## config.mk

```make
export PLATFORM = sky130hd
export DESIGN_NAME = alu_seq_flat
export DESIGN_NICKNAME = d
export VERILOG_FILES = /design/src/rtl/alu_seq_pkg.sv /design/src/rtl/alu_seq_if.sv /design/src/rtl/alu_seq_shift_unit.sv /design/src/rtl/alu_seq.sv /design/src/flat_wrapper.sv
export SDC_FILE = /design/constraint.sdc
export NUM_CORES = 1
export LEC_CHECK = 0
export BUFFER_PORTS_ARGS = -buffer_cell sky130_fd_sc_hd__buf_2
export CAP_MARGIN = 15
export CORE_MARGIN = 8
export CORE_UTILIZATION = 30
export DETAILED_ROUTE_END_ITERATION = 8
export HOLD_SLACK_MARGIN = 0.06
export PLACE_DENSITY = 0.56
export SYNTH_ARGS = -nofsm -noshare
export SYNTH_HDL_FRONTEND = slang
export SYNTH_SLANG_ARGS = --single-unit
```

## constraint.sdc

```tcl
create_clock -name clk -period 5.31 [get_ports clk]
set_input_delay 0.2655 -clock clk [delete_from_list [all_inputs] [get_ports clk]]
set_output_delay 0.2655 -clock clk [all_outputs]
set_load 0.01 [all_outputs]
```

## src/rtl/alu_seq_pkg.sv

```systemverilog
// Shared opcodes, flag bit positions and FSM encoding for the handshaked sequential ALU.
package alu_seq_pkg;

  localparam logic [3:0] OP_ADD  = 4'd0;
  localparam logic [3:0] OP_SUB  = 4'd1;
  localparam logic [3:0] OP_AND  = 4'd2;
  localparam logic [3:0] OP_OR   = 4'd3;
  localparam logic [3:0] OP_XOR  = 4'd4;
  localparam logic [3:0] OP_NAND = 4'd5;
  localparam logic [3:0] OP_SHL  = 4'd6;
  localparam logic [3:0] OP_SHR  = 4'd7;
  localparam logic [3:0] OP_CMP  = 4'd8;

  localparam int FLG_Z   = 0;
  localparam int FLG_C   = 1;
  localparam int FLG_V   = 2;
  localparam int FLG_N   = 3;
  localparam int FLG_ERR = 4;
  localparam int NFLG    = 5;

  typedef enum logic [1:0] {
    ST_IDLE  = 2'd0,
    ST_SHIFT = 2'd1,
    ST_DONE  = 2'd2
  } state_t;

  function automatic logic is_shift(input logic [3:0] op);
    return (op == OP_SHL) || (op == OP_SHR);
  endfunction

endpackage

```

## src/rtl/alu_seq_if.sv

```systemverilog
// Request/result handshake bundle between the operand source and the ALU.
interface alu_seq_if #(
  parameter int WIDTH = 8
);
  logic             in_valid;
  logic             in_ready;
  logic [3:0]       in_op;
  logic [WIDTH-1:0] in_a;
  logic [WIDTH-1:0] in_b;
  logic             out_valid;
  logic             out_ready;
  logic [WIDTH-1:0] out_res;
  logic [4:0]       out_flags;

  modport master (
    output in_valid, in_op, in_a, in_b, out_ready,
    input  in_ready, out_valid, out_res, out_flags
  );

  modport slave (
    input  in_valid, in_op, in_a, in_b, out_ready,
    output in_ready, out_valid, out_res, out_flags
  );
endinterface

```

## src/rtl/alu_seq_shift_unit.sv

```systemverilog
// Iterative one-bit-per-cycle shifter: work register plus down-counter.
// o_res/o_bit are the value and the bit leaving the register on the current cycle.
module alu_seq_shift_unit #(
  parameter int WIDTH = 8,
  parameter int SHW   = 3
) (
  input  logic             clk,
  input  logic             rst_n,
  input  logic             i_load,
  input  logic             i_dir,
  input  logic [SHW-1:0]   i_amt,
  input  logic [WIDTH-1:0] i_data,
  output logic             o_busy,
  output logic             o_done,
  output logic [WIDTH-1:0] o_res,
  output logic             o_bit
);

  logic [WIDTH-1:0] r_work;
  logic [SHW-1:0]   r_cnt;
  logic             r_dir;

  // i_dir=1 is a logical right shift, 0 a left shift
  assign o_res  = r_dir ? {1'b0, r_work[WIDTH-1:1]} : {r_work[WIDTH-2:0], 1'b0};
  assign o_bit  = r_dir ? r_work[0] : r_work[WIDTH-1];
  assign o_busy = (r_cnt != '0);
  assign o_done = (r_cnt == SHW'(1));

  always_ff @(posedge clk or negedge rst_n) begin
    if (!rst_n) begin
      r_work <= '0;
      r_cnt  <= '0;
      r_dir  <= 1'b0;
    end else if (i_load) begin
      r_work <= i_data;
      r_cnt  <= i_amt;
      r_dir  <= i_dir;
    end else if (o_busy) begin
      r_work <= o_res;
      r_cnt  <= r_cnt - SHW'(1);
    end
  end

endmodule

```

## src/rtl/alu_seq.sv

```systemverilog
// Handshaked ALU: one op per transaction, result and {ERR,N,V,C,Z} held until accepted.
// Non-shift ops and zero-amount shifts take 1 cycle; shifts by amt>0 take amt+1 cycles.
module alu_seq
  import alu_seq_pkg::*;
#(
  parameter int WIDTH = 8,
  parameter int SHW   = 3
) (
  input logic       clk,
  input logic       rst_n,
  alu_seq_if.slave  bus
);

  localparam int MSB = WIDTH - 1;

  state_t           r_state;
  state_t           w_state_nxt;
  logic [WIDTH-1:0] r_res;
  logic [NFLG-1:0]  r_flags;
  logic [WIDTH-1:0] w_res_nxt;
  logic [NFLG-1:0]  w_flags_nxt;
  logic             w_in_ready;
  logic             w_capture;
  logic             w_shift_go;

  logic [WIDTH:0]   w_sum;
  logic [WIDTH:0]   w_diff;
  logic [WIDTH-1:0] w_op_res;
  logic [NFLG-1:0]  w_op_flags;
  logic             w_c;
  logic             w_v;
  logic             w_err;

  logic             w_sh_busy;
  logic             w_sh_done;
  logic             w_sh_bit;
  logic [WIDTH-1:0] w_sh_res;
  logic [NFLG-1:0]  w_sh_flags;
  logic [SHW-1:0]   w_amt;

  assign w_amt = bus.in_b[SHW-1:0];

  alu_seq_shift_unit #(.WIDTH(WIDTH), .SHW(SHW)) u_shift (
    .clk    (clk),
    .rst_n  (rst_n),
    .i_load (w_shift_go),
    .i_dir  (bus.in_op == OP_SHR),
    .i_amt  (w_amt),
    .i_data (bus.in_a),
    .o_busy (w_sh_busy),
    .o_done (w_sh_done),
    .o_res  (w_sh_res),
    .o_bit  (w_sh_bit)
  );

  always_comb begin
    w_sum    = {1'b0, bus.in_a} + {1'b0, bus.in_b};
    w_diff   = {1'b0, bus.in_a} - {1'b0, bus.in_b};
    w_op_res = '0;
    w_c      = 1'b0;
    w_v      = 1'b0;
    w_err    = 1'b0;
    case (bus.in_op)
      OP_ADD: begin
        w_op_res = w_sum[MSB:0];
        w_c      = w_sum[WIDTH];
        w_v      = (bus.in_a[MSB] == bus.in_b[MSB]) && (w_sum[MSB] != bus.in_a[MSB]);
      end
      OP_SUB: begin
        w_op_res = w_diff[MSB:0];
        w_c      = w_diff[WIDTH];
        w_v      = (bus.in_a[MSB] != bus.in_b[MSB]) && (w_diff[MSB] != bus.in_a[MSB]);
      end
      OP_AND:  w_op_res = bus.in_a & bus.in_b;
      OP_OR:   w_op_res = bus.in_a | bus.in_b;
      OP_XOR:  w_op_res = bus.in_a ^ bus.in_b;
      OP_NAND: w_op_res = ~(bus.in_a & bus.in_b);
      // only zero-amount shifts complete here; the rest go through the shift unit
      OP_SHL, OP_SHR: w_op_res = bus.in_a;
      OP_CMP: begin
        w_op_res[0] = bus.in_a <  bus.in_b;
        w_op_res[1] = bus.in_a == bus.in_b;
        w_op_res[2] = bus.in_a >  bus.in_b;
      end
      default: w_err = 1'b1;
    endcase

    w_op_flags          = '0;
    w_op_flags[FLG_ERR] = w_err;
    if (!w_err) begin
      w_op_flags[FLG_Z] = (w_op_res == '0);
      w_op_flags[FLG_N] = w_op_res[MSB];
      w_op_flags[FLG_C] = w_c;
      w_op_flags[FLG_V] = w_v;
    end

    w_sh_flags        = '0;
    w_sh_flags[FLG_Z] = (w_sh_res == '0);
    w_sh_flags[FLG_N] = w_sh_res[MSB];
    w_sh_flags[FLG_C] = w_sh_bit;
  end

  always_ff @(posedge clk or negedge rst_n) begin
    if (!rst_n) r_state <= ST_IDLE;
    else        r_state <= w_state_nxt;
  end

  always_comb begin
    w_state_nxt = r_state;
    w_in_ready  = 1'b0;
    w_capture   = 1'b0;
    w_shift_go  = 1'b0;
    w_res_nxt   = w_op_res;
    w_flags_nxt = w_op_flags;
    case (r_state)
      ST_IDLE: w_in_ready = 1'b1;
      ST_SHIFT: begin
        if (w_sh_done) begin
          w_capture   = 1'b1;
          w_res_nxt   = w_sh_res;
          w_flags_nxt = w_sh_flags;
          w_state_nxt = ST_DONE;
        end else if (!w_sh_busy) begin
          // shifter idle without finishing: recover rather than hang
          w_state_nxt = ST_IDLE;
        end
      end
      ST_DONE: begin
        w_in_ready = bus.out_ready;
        if (bus.out_ready) w_state_nxt = ST_IDLE;
      end
      default: w_state_nxt = ST_IDLE;
    endcase

    // an accept in DONE overrides the return to IDLE, giving back-to-back ops
    if (w_in_ready && bus.in_valid) begin
      if (is_shift(bus.in_op) && (w_amt != '0)) begin
        w_shift_go  = 1'b1;
        w_state_nxt = ST_SHIFT;
      end else begin
        w_capture   = 1'b1;
        w_state_nxt = ST_DONE;
      end
    end
  end

  always_ff @(posedge clk or negedge rst_n) begin
    if (!rst_n) begin
      r_res   <= '0;
      r_flags <= '0;
    end else if (w_capture) begin
      r_res   <= w_res_nxt;
      r_flags <= w_flags_nxt;
    end
  end

  assign bus.in_ready  = w_in_ready;
  assign bus.out_valid = (r_state == ST_DONE);
  assign bus.out_res   = r_res;
  assign bus.out_flags = r_flags;

endmodule

```

## src/flat_wrapper.sv

```systemverilog
// flat-port wrapper written by rule: the top's interface ports become plain ports
module alu_seq_flat import alu_seq_pkg::*;
#(
  parameter int WIDTH = 8,
  parameter int SHW   = 3
)
  (clk, rst_n, bus_in_valid, bus_in_op, bus_in_a, bus_in_b, bus_out_ready, bus_in_ready, bus_out_valid, bus_out_res, bus_out_flags);
  alu_seq_if #(.WIDTH(WIDTH)) bus_i ();
  input logic clk;
  input logic rst_n;
  input wire logic [$bits(bus_i.in_valid)-1:0] bus_in_valid;
  input wire logic [$bits(bus_i.in_op)-1:0] bus_in_op;
  input wire logic [$bits(bus_i.in_a)-1:0] bus_in_a;
  input wire logic [$bits(bus_i.in_b)-1:0] bus_in_b;
  input wire logic [$bits(bus_i.out_ready)-1:0] bus_out_ready;
  output wire logic [$bits(bus_i.in_ready)-1:0] bus_in_ready;
  output wire logic [$bits(bus_i.out_valid)-1:0] bus_out_valid;
  output wire logic [$bits(bus_i.out_res)-1:0] bus_out_res;
  output wire logic [$bits(bus_i.out_flags)-1:0] bus_out_flags;
  assign bus_i.in_valid = bus_in_valid;
  assign bus_i.in_op = bus_in_op;
  assign bus_i.in_a = bus_in_a;
  assign bus_i.in_b = bus_in_b;
  assign bus_i.out_ready = bus_out_ready;
  assign bus_in_ready = bus_i.in_ready;
  assign bus_out_valid = bus_i.out_valid;
  assign bus_out_res = bus_i.out_res;
  assign bus_out_flags = bus_i.out_flags;
  alu_seq #(.WIDTH(WIDTH), .SHW(SHW)) u_core (.clk(clk), .rst_n(rst_n), .bus(bus_i));
endmodule
```

# == After elaboration in Yosys (flattened, before gate mapping) ==
# Index checks and enable logic that the tools add are counted.
# W data, S select, Z words.
# word_totals
input_bits,24
out_inout_bits,15
regBits,27
word_cells,78
# classes
reduce_logical,15
eq_ne,19
bitwise_logic,4
order_cmp,2
n_addsub,3
n_mux,29
# op_table
cell,count
$mux W8,5
$pmux W5 S7,1
$pmux W3 S8,1
$eq A4 B3 Y1 const B,4
$logic_not A8 Y1,2
$mux W2,5
$mux W5,2
$add A8 B8 Y9,1
$reduce_or A9 Y1,1
$sub A8 B8 Y9,1
$and A8 B8 Y8,1
$eq A4 B2 Y1 const B,2
$eq A8 B8 Y1,1
$gt A8 B8 Y1,1
$lt A8 B8 Y1,1
$mux W1,8
$not A8 Y8,1
$or A8 B8 Y8,1
$xor A8 B8 Y8,1
$mux W3,2
$pmux W1 S2,3
$pmux W2 S3,1
$reduce_bool A3 Y1,2
$eq A4 B1 Y1 const B,1
18 further kinds,23

# == Logic depth before layout (Yosys ltp) ==
# Gate-level depths: netlist of the first run.
# logic_depth
word_depth,7
depth_mapped,10
mapped_depth_nobuf,10

# == Hierarchy ==
# From an unflattened synthesis of the first run, not the netlist that was laid out.
# hier_totals
hier_cells,341
area_unflattened_um2,2899.0
# by_module_without_submodules
module,area_per_inst_um2,cells_each,seq_area_each_um2,instances
alu_seq,2163.3,275,375.4,1
alu_seq_shift_unit,735.7,66,300.3,1

# == Least setup slack after synthesis of the first run ==
# OpenSTA, ideal clock, no wires.
# synth_path
path_type,input port to flip-flop
from,in bus_in_b[0]
to,"reg u_core.r_flags[0], in the netlist u_core.bus.out_flags[0]"
stages,10
n_path_buf,0
slack_ps,2946
required_ps,5190
setup_ps,120
arrival_time_ps,2244
path_cell_list,ha_1 -> inv_1 -> fa_1 -> mux2_2 -> o311ai_0 -> a311oi_1 -> o21ai_0 -> a2111oi_2 -> and4_1 -> a31o_1
# synth_via
elab_chain_len,7
word_cells_on_any_way,19
classes_between,2 x add/sub; 2 x order compare; 1 x eq/ne; 7 x mux; 4 x bitwise; 3 x reduce/logical
# synth_rtl
item,line,text
start: declaration,flat_wrapper.sv:14,input wire logic [$bits(bus_i.in_b)-1:0] bus_in_b;
"parallel branches: the longest is 7 deep, another holds $sub A8 B8 Y9",-,
end signal: assignment,alu_seq.sv:153,r_flags <= w_flags_nxt;
end: declaration,alu_seq.sv:19,logic [NFLG-1:0] r_flags;
# Parallel ways; which one is timed is not known.
# A chain may end at the register's enable or synchronous reset.

# == Worst setup path after layout of the first run ==
# layout_path
from,in bus_in_a[1]
to,"reg u_core.r_flags[3], in the netlist u_core.bus.out_flags[3]"
# layout_via
elab_chain_len,5
word_cells_on_any_way,6
classes_between,2 x add/sub; 4 x mux
# layout_rtl
item,line,text
start: declaration,flat_wrapper.sv:13,input wire logic [$bits(bus_i.in_a)-1:0] bus_in_a;
$sub A8 B8 Y9 / $add A8 B8 Y9 (equally long branches),"alu_seq.sv:58, alu_seq.sv:57",
$pmux W5 S7 (*),alu_seq.sv:63,case (bus.in_op)
$mux W4 (*),alu_seq.sv:90,if (!w_err) begin
$mux W5,alu_seq.sv:118,if (w_sh_done) begin
$mux W5 (*),alu_seq.sv:115,case (r_state)
# Mark *: on every way between the ends. The rest lies on a longest branch, timed or not.

==> results.md, run 1 <==
- Crit path kind: primary input to flop
- Die width: 112.7 µm
- Final Max Tran Viols: 0
- Global-route wire length before repair: 13540 µm
- Slew margin rel.: 39.75%
- Number of global-route vias before repair: 2589
- M2 GR Usage: 20.23%
- Number of I/O pins: 39
- Clk root buf: clkbuf_8
- # rows: 35
- Final nets: 434
- # port buffers: 38
- FF+latch count, synth: 27
- Tmin final: 2.517 ns
- Synth-to-layout area growth: 10.07%
- Setup Total Neg Slack: 0 ns
- Final setup vio count: 0
- Top_reg_cell synth: dfrtp_1
- Drt total wl: 8203 µm
- Ant diodes: 0
- Post-CTS Resized: 0
- Synth top area cells: dfrtp_1 24%, ha_1 13%, nor2_1 4.9%
- Met3 Use GR: 1.864%
- GPL Wtd Cong: 0.9172
- Area of placed instances: 3035 µm²
- Clk slew on worst S/H paths: 0.10 ns
- Post-route ant nets: 0
- FMAX: 397.3 MHz
- Commonest non-fill, non-tap cell in the layout: buf_2
- CP top delay family: compound AO/OA/AOI/OAI gates
- Core area: 9153 µm²
- Cells after synthesis: 357
- MaxCap Viol Count: 0
- Fillcell total: 969
- Count of cell types in the netlist: 58
- Worst IR Drop VDD: 0.1182 mV
- Largest area contributor in the netlist: dfrtp_1
- Post-CTS setup buffers: 0
- WL/cell: 16.78 µm
- Max Clock Skew: 0.005539 ns
- Worst Path Required: 5.53 ns
- H-tree depth: 1
- Outcome: finished clean
- DR DRC count: 0
- Mean Syn Cell Area: 7.865 µm²
- Async set or reset register ratio after synthesis: 100.0%
- RSZ-0062 raised after global routing: no
- Largest buffer count on any clock path: 2
- Leakage Power: 1.411 nW
- Synth top area share: 24.06%
- Fraction of layout instances using a drive strength above 1: 13.76%
- Worst path max stage delay: 0.43 ns
- HP Class: primary input to flop
- CP endpoint kind: flop
- DP HPWL: 6392 µm
- Final worst path period share: 47.41%
- Critical Path Fanout Max: 4
- CTS sink count: 27
- Latest clock arrival within the worst-skew pair: 0.28 ns
- WP buf/inv: 2
- Initial antenna violation count: 0
- Vert. Die Dim: 112.7 µm
- Slowest library cell on the worst path: a211oi_1
- Syn nets: 412
- TritonCTS Buffers: 3
- Vias after detailed routing: 2688
- Mapped Area: 2808 µm²
- Initial core utilization: 30.68%
- Fin. Hold Viols: 0
- Die area: 12710 µm²
- WP data arrival: 2.74 ns
- Pwr Total: 0.9087 mW
- Met1 Track Usage GR: 18.59%
- Pin count of the biggest net entering global routing: 50
- Gr ovfl total: 0
- CTS Hold Bufs: 1
- GRT Util Overall: 12.97%
- Synth warnings: 0
- Post-synth EDFFs: 0
- Detailed Route Iter0 Violations: 143
- TritonCTS clock tree: yes
- GR peak layer: met2
- Post-Layout Inst Area: 3090 µm²
- Most frequent cells in the layout: 38 x buf_2, 37 x nor2_1, 31 x nand2_1, 29 x ha_1, 28 x inv_1
- Drt first pass iters: 4
- Crit start category: primary input
- Crit-path cells: buf_2 > inv_1 > ha_1 > a211oi_1 > nor2_1 > a221o_1 > o22ai_1 > mux2_2 > o211ai_1 > a21o_1
- Power per Cell Area: 294.0 nW/µm²
- Sequential area share after synthesis: 24.06%
- Worst slew pin tran: 0.9012 ns
- Vias per cell: 5.497
==> tightest hold or removal path: cells and delay by family <==
| kind | cells | cell delay (ns) |
|---|---|---|
| buffers and inverters | 2 | 0.19 |
| AO/OA/AOI/OAI | 1 | 0.08 |
==> metrics by stage <==
step | hold WS (ns) | setup WS (ns) | std cells | utilization (%)
floorplan | -0.03009 | 2.946 | 357 | -
global placement | 0.3109 | 2.532 | 484 | 33.16
detailed placement | 0.3110 | 2.507 | 484 | 33.16
CTS | 0.2906 | 2.780 | 489 | 33.77
global route | 0.3056 | 2.595 | 489 | 33.77
finish | 0.2944 | 2.793 | 489 | 33.77
==> area by class of cell <==
| type | count | area (µm²) | share of cell area, % |
|---|---|---|---|
| Sequential cell | 27 | 675.6 | 21.86 |
| Timing Repair Buffer | 40 | 207.7 | 6.721 |
| Inverter | 28 | 105.1 | 3.401 |
| Tap cell | 111 | 138.9 | 4.494 |
| Multi-Input combinational cell | 279 | 1918 | 62.06 |
| Clock buffer | 4 | 45.04 | 1.457 |
==> sequential cells by signal, indices dropped and copies added, names as in the netlist <==
signal                 count
u_core.bus.out_res         8
u_core.u_shift.r_work      8
u_core.bus.out_flags       5
u_core.u_shift.r_cnt       3
u_core.r_state             2
u_core.u_shift.r_dir       1
==> synth_stat cells, types with 2 or more instances <==
master     number
dfrtp_1        27
o221ai_1        5
ha_1           29
nand4_1         3
a22oi_1         2
mux2i_1        10
mux2_2          4
a21o_1          2
nand2_1        31
a221o_1         5
o2111ai_1       3
buf_2           9
inv_1          28
a211oi_1        9
buf_1           2
o211ai_1        8
a311oi_1        2
nand3b_1        2
o21ai_0        27
nor3_1         11
o22ai_1         4
nand2b_1        4
o31ai_1         2
nor2_1         37
nand3_1         9
o21bai_1        2
a21oi_1        25
or3_1           3
clkbuf_1       10
xnor2_1         9
fa_1            2
nor2b_1         2
a31oi_1         4
==> final timing paths <==
| check | slack, ns | endpoint | cells past startpoint | start |
|---|---|---|---|---|
| max | 2.79 | u_core.bus.out_flags[3] | 10 | bus_in_a[1] |
| max reg2reg | 3.14 | u_core.bus.out_flags[0] | 7 | u_core.r_state[0] |
| min | 0.29 | u_core.u_shift.r_cnt[0] | 3 | bus_in_b[0] |
| max in group asynchronous | 4.37 | u_core.bus.out_flags[2] | 2 | rst_n |
| min reg2reg | 0.49 | u_core.bus.out_flags[2] | 2 | u_core.bus.out_flags[2] |
| min in group asynchronous | 0.53 | u_core.r_state[0] | 2 | rst_n |
==> routing by layer <==
| metal | vias to the layer above | wire (µm) |
|---|---|---|
| met5 | - | 0 |
| met2 | 72 | 3568 |
| li1 | 1332 | - |
| met3 | 9 | 491 |
| met1 | 1275 | 4057 |
| met4 | 0 | 86 |
==> power breakdown <==
part	internal (mW)	switching, mW	total, mW
Combinational	0.191	0.254	0.444
Sequential	0.275	0.0690	0.344
Clock	0.0539	0.0668	0.121
Total	0.519	0.389	0.909
==> cell families (layout without fill, tap and decap cells) <==
| logic type | count (synthesis) | after routing | share of synthesized area [%] |
|---|---|---|---|
| AND/OR/NAND/NOR | 113 | 113 | 19.30 |
| AO/OA/AOI/OAI | 112 | 112 | 26.69 |
| buffers and inverters | 51 | 72 | 7.620 |
| adder cells (fa/ha/maj) | 31 | 31 | 14.35 |
| flip-flops | 27 | 27 | 24.06 |
| multiplexers | 14 | 14 | 5.169 |
| XOR/XNOR | 9 | 9 | 2.808 |
Power figures use the tool's default switching activity.
==> run 2: changes to the inputs <==
--- a/config.mk
+++ b/config.mk
@@ -11,7 +11,7 @@
 export CORE_UTILIZATION = 30
 export DETAILED_ROUTE_END_ITERATION = 8
 export HOLD_SLACK_MARGIN = 0.06
-export PLACE_DENSITY = 0.56
+export PLACE_DENSITY = 0.58
 export SYNTH_ARGS = -nofsm -noshare
 export SYNTH_HDL_FRONTEND = slang
 export SYNTH_SLANG_ARGS = --single-unit
==> constraint.sdc (replaced) <==
create_clock -name clk -period 2.1 [get_ports clk]
set_input_delay 0.105 -clock clk [delete_from_list [all_inputs] [get_ports clk]]
set_output_delay 0.105 -clock clk [all_outputs]
set_load 0.01 [all_outputs]
==> results.md, run 2 (synthesized netlist as in run 1, its figures left out) <==
- Final setup vio count: 0 (unchanged)
- GRT Util Overall: 12.97% (about the same)
- Fraction of layout instances using a drive strength above 1: 30.48% (+17 points)
- MaxCap Viol Count: 0 (unchanged)
- Clk root buf: clkbuf_8
- HP Class: primary input to flop
- Share of power burned in combinational logic: 52.7% (+3.8 points)
- Slew margin rel.: 49.24% (+9.5 points)
- Area of placed instances: 3626 µm² (+19%)
- Pin count of the biggest net entering global routing: 28 (-44%)
- Vias after detailed routing: 2888 (+7.4%)
- Switching share of power: 40.98% (-1.9 points)
- Worst IR Drop VDD: 0.3014 mV (+150%)
- CTS sink count: 27 (unchanged)
- # rows: 35 (unchanged)
- Reg2reg setup slack: 0.25 ns (-2.89 ns)
- H-tree depth: 1 (unchanged)
- Largest buffer count on any clock path: 2 (unchanged)
- Clk slew on worst S/H paths: 0.09 ns (about the same)
- Setup Total Neg Slack: 0 ns (unchanged)
- Number of global-route vias before repair: 2859 (+10%)
- Gr ovfl total: 0 (unchanged)
- Setup WS post-layout: 0.1058 ns (-2.687 ns)
- Slowest library cell on the worst path: fa_1
- Vias per cell: 5.093 (-7.3%)
- Most frequent cells in the layout: 79 x buf_4, 38 x buf_2, 37 x nor2_1, 31 x nand2_1, 28 x inv_1
- Worst Path Required: 2.32 ns (-3.21 ns)
- Leakage Power: 1.796 nW (+27%)
- WP buf/inv: 1 (-1)
- Part of the power in registers: 35.4% (-2.4 points)
- Post-CTS setup buffers: 0 (unchanged)
- Clk pwr share: 12.0% (-1.3 points)
- Drt total wl: 8384 µm (+2.2%)
- Final nets: 512 (+18%)
- Drt first pass iters: 4 (unchanged)
- WP data arrival: 2.22 ns (-0.52 ns)
- Int Pwr: 1.444 mW (+180%)
- Ant diodes: 0 (unchanged)
- Worst path max stage delay: 0.39 ns (-0.04 ns)
- Commonest non-fill, non-tap cell in the layout: buf_4
- Synth-to-layout area growth: 32.53%
- Crit-path cells: buf_2 > ha_1 > fa_1 > o21bai_1 > a21oi_1 > o211ai_2 > xnor2_1 > a2111oi_2 > and4_1 > a31o_1
- DP HPWL: 7065 µm (+11%)
- Crit path kind: primary input to flop
- Number of I/O pins: 39 (unchanged)
- Critical Path Fanout Max: 3 (-1)
- TritonCTS Buffers: 3 (unchanged)
- Latest clock arrival within the worst-skew pair: 0.27 ns (about the same)
- Sw Pwr: 1.002 mW (+160%)
- CP top delay family: compound AO/OA/AOI/OAI gates
- Tmin final: 1.994 ns
- Layout Cells excl Fill: 567 (+16%)
- Pwr Total: 2.446 mW (+170%)
- WL/cell: 14.79 µm (-12%)
- Final Max Tran Viols: 0 (unchanged)
- Post-Layout Inst Area: 3721 µm² (+20%)
- FMAX: 501.4 MHz
- DP Worst Slack: -0.2615 ns (-2.768 ns)
- Crit start category: primary input
- Initial core utilization: 30.68% (unchanged)
- Power per Cell Area: 657.5 nW/µm² (+120%)
- Outcome: finished clean
- Worst slew pin tran: 0.7587 ns (-0.1426 ns)
- Die width: 112.7 µm (unchanged)
- # port buffers: 38 (unchanged)
- Core area: 9153 µm² (unchanged)
- Global-route wire length before repair: 13840 µm (+2.2%)
- Worst hold margin: 0.1513 ns (-0.1431 ns)
- CP endpoint kind: flop
- Fillcell total: 954 (-1.5%)
- Final worst path period share: 94.96%
- Detailed Route Iter0 Violations: 194 (+36%)
- Initial antenna violation count: 0 (unchanged)
- Inst Count DP: 562 (+16%)
- Post-route ant nets: 0 (unchanged)
- GPL Wtd Cong: 0.8927 (-2.7%)
- DR DRC count: 0 (unchanged)
- TritonCTS clock tree: yes
- Vert. Die Dim: 112.7 µm (unchanged)
- Fin. Hold Viols: 0 (unchanged)
- Core Util, Final: 40.66% (+6.9 points)
- Max Clock Skew: 0.004803 ns (-0.0007365 ns)
- Die area: 12710 µm² (unchanged)
==> run 2: changes by cell type in the layout (fill, tap and decap cells not counted), sizes merged <==
cell	delta
clkbuf	-1
clkinv	+1
buf	+78
==> run 2: power groups by stage <==
stage | combinational, mW | clock, mW | sequential [mW]
after floorplan | 0.840 | 0 | 0.838
after global placement | 1.25 | 0 | 0.863
after detailed placement | 1.28 | 0 | 0.869
after CTS | 1.29 | 0.307 | 0.859
after global routing | 1.45 | 0.323 | 0.888
final | 1.29 | 0.293 | 0.865
==> run 2: path summary, 6_finish.rpt <==
check | startpoint | end | cells past startpoint
min | bus_out_ready | u_core.r_state[1] | 3
min reg2reg | u_core.bus.out_flags[2] | u_core.bus.out_flags[2] | 2
min in group asynchronous | rst_n | u_core.bus.out_res[7] | 2
max in group asynchronous | rst_n | u_core.u_shift.r_work[0] | 2
max | bus_in_b[0] | u_core.bus.out_flags[0] | 10
max reg2reg | u_core.u_shift.r_cnt[1] | u_core.bus.out_res[2] | 5
==> run 2: repair_timing <==
action | 4_1_cts | 5_1_grt
hold buffers | 1 | 0
hold endpoints to repair | 27 | 0
setup endpoints to repair | 0 | 4
gates resized for setup | 0 | 7
==> run 2: worst min-delay path, cell delays in order <==
cell and delay, ns:
buf_2 0.10, inv_1 0.06, a211o_1 0.12
==> run 2: cell type report <==
cell class	count	area [µm²]	share of cell area (%)
multi-input cells	279	1962	52.72
repair buffers	118	793.3	21.32
flip-flops and latches	27	675.6	18.16
well taps	111	138.9	3.732
inverters	28	105.1	2.824
clock buffers	3	41.29	1.110
clock inverters	1	5.005	0.1345
==> run 2: routing by layer <==
metal	up-vias	track usage [%]	part of all wire (%)
met2	68	21.79	47
met4	0	2.608	0.80
li1	1487	-	-
met3	6	1.544	4.6
met1	1327	17.45	47
met5	-	0	0
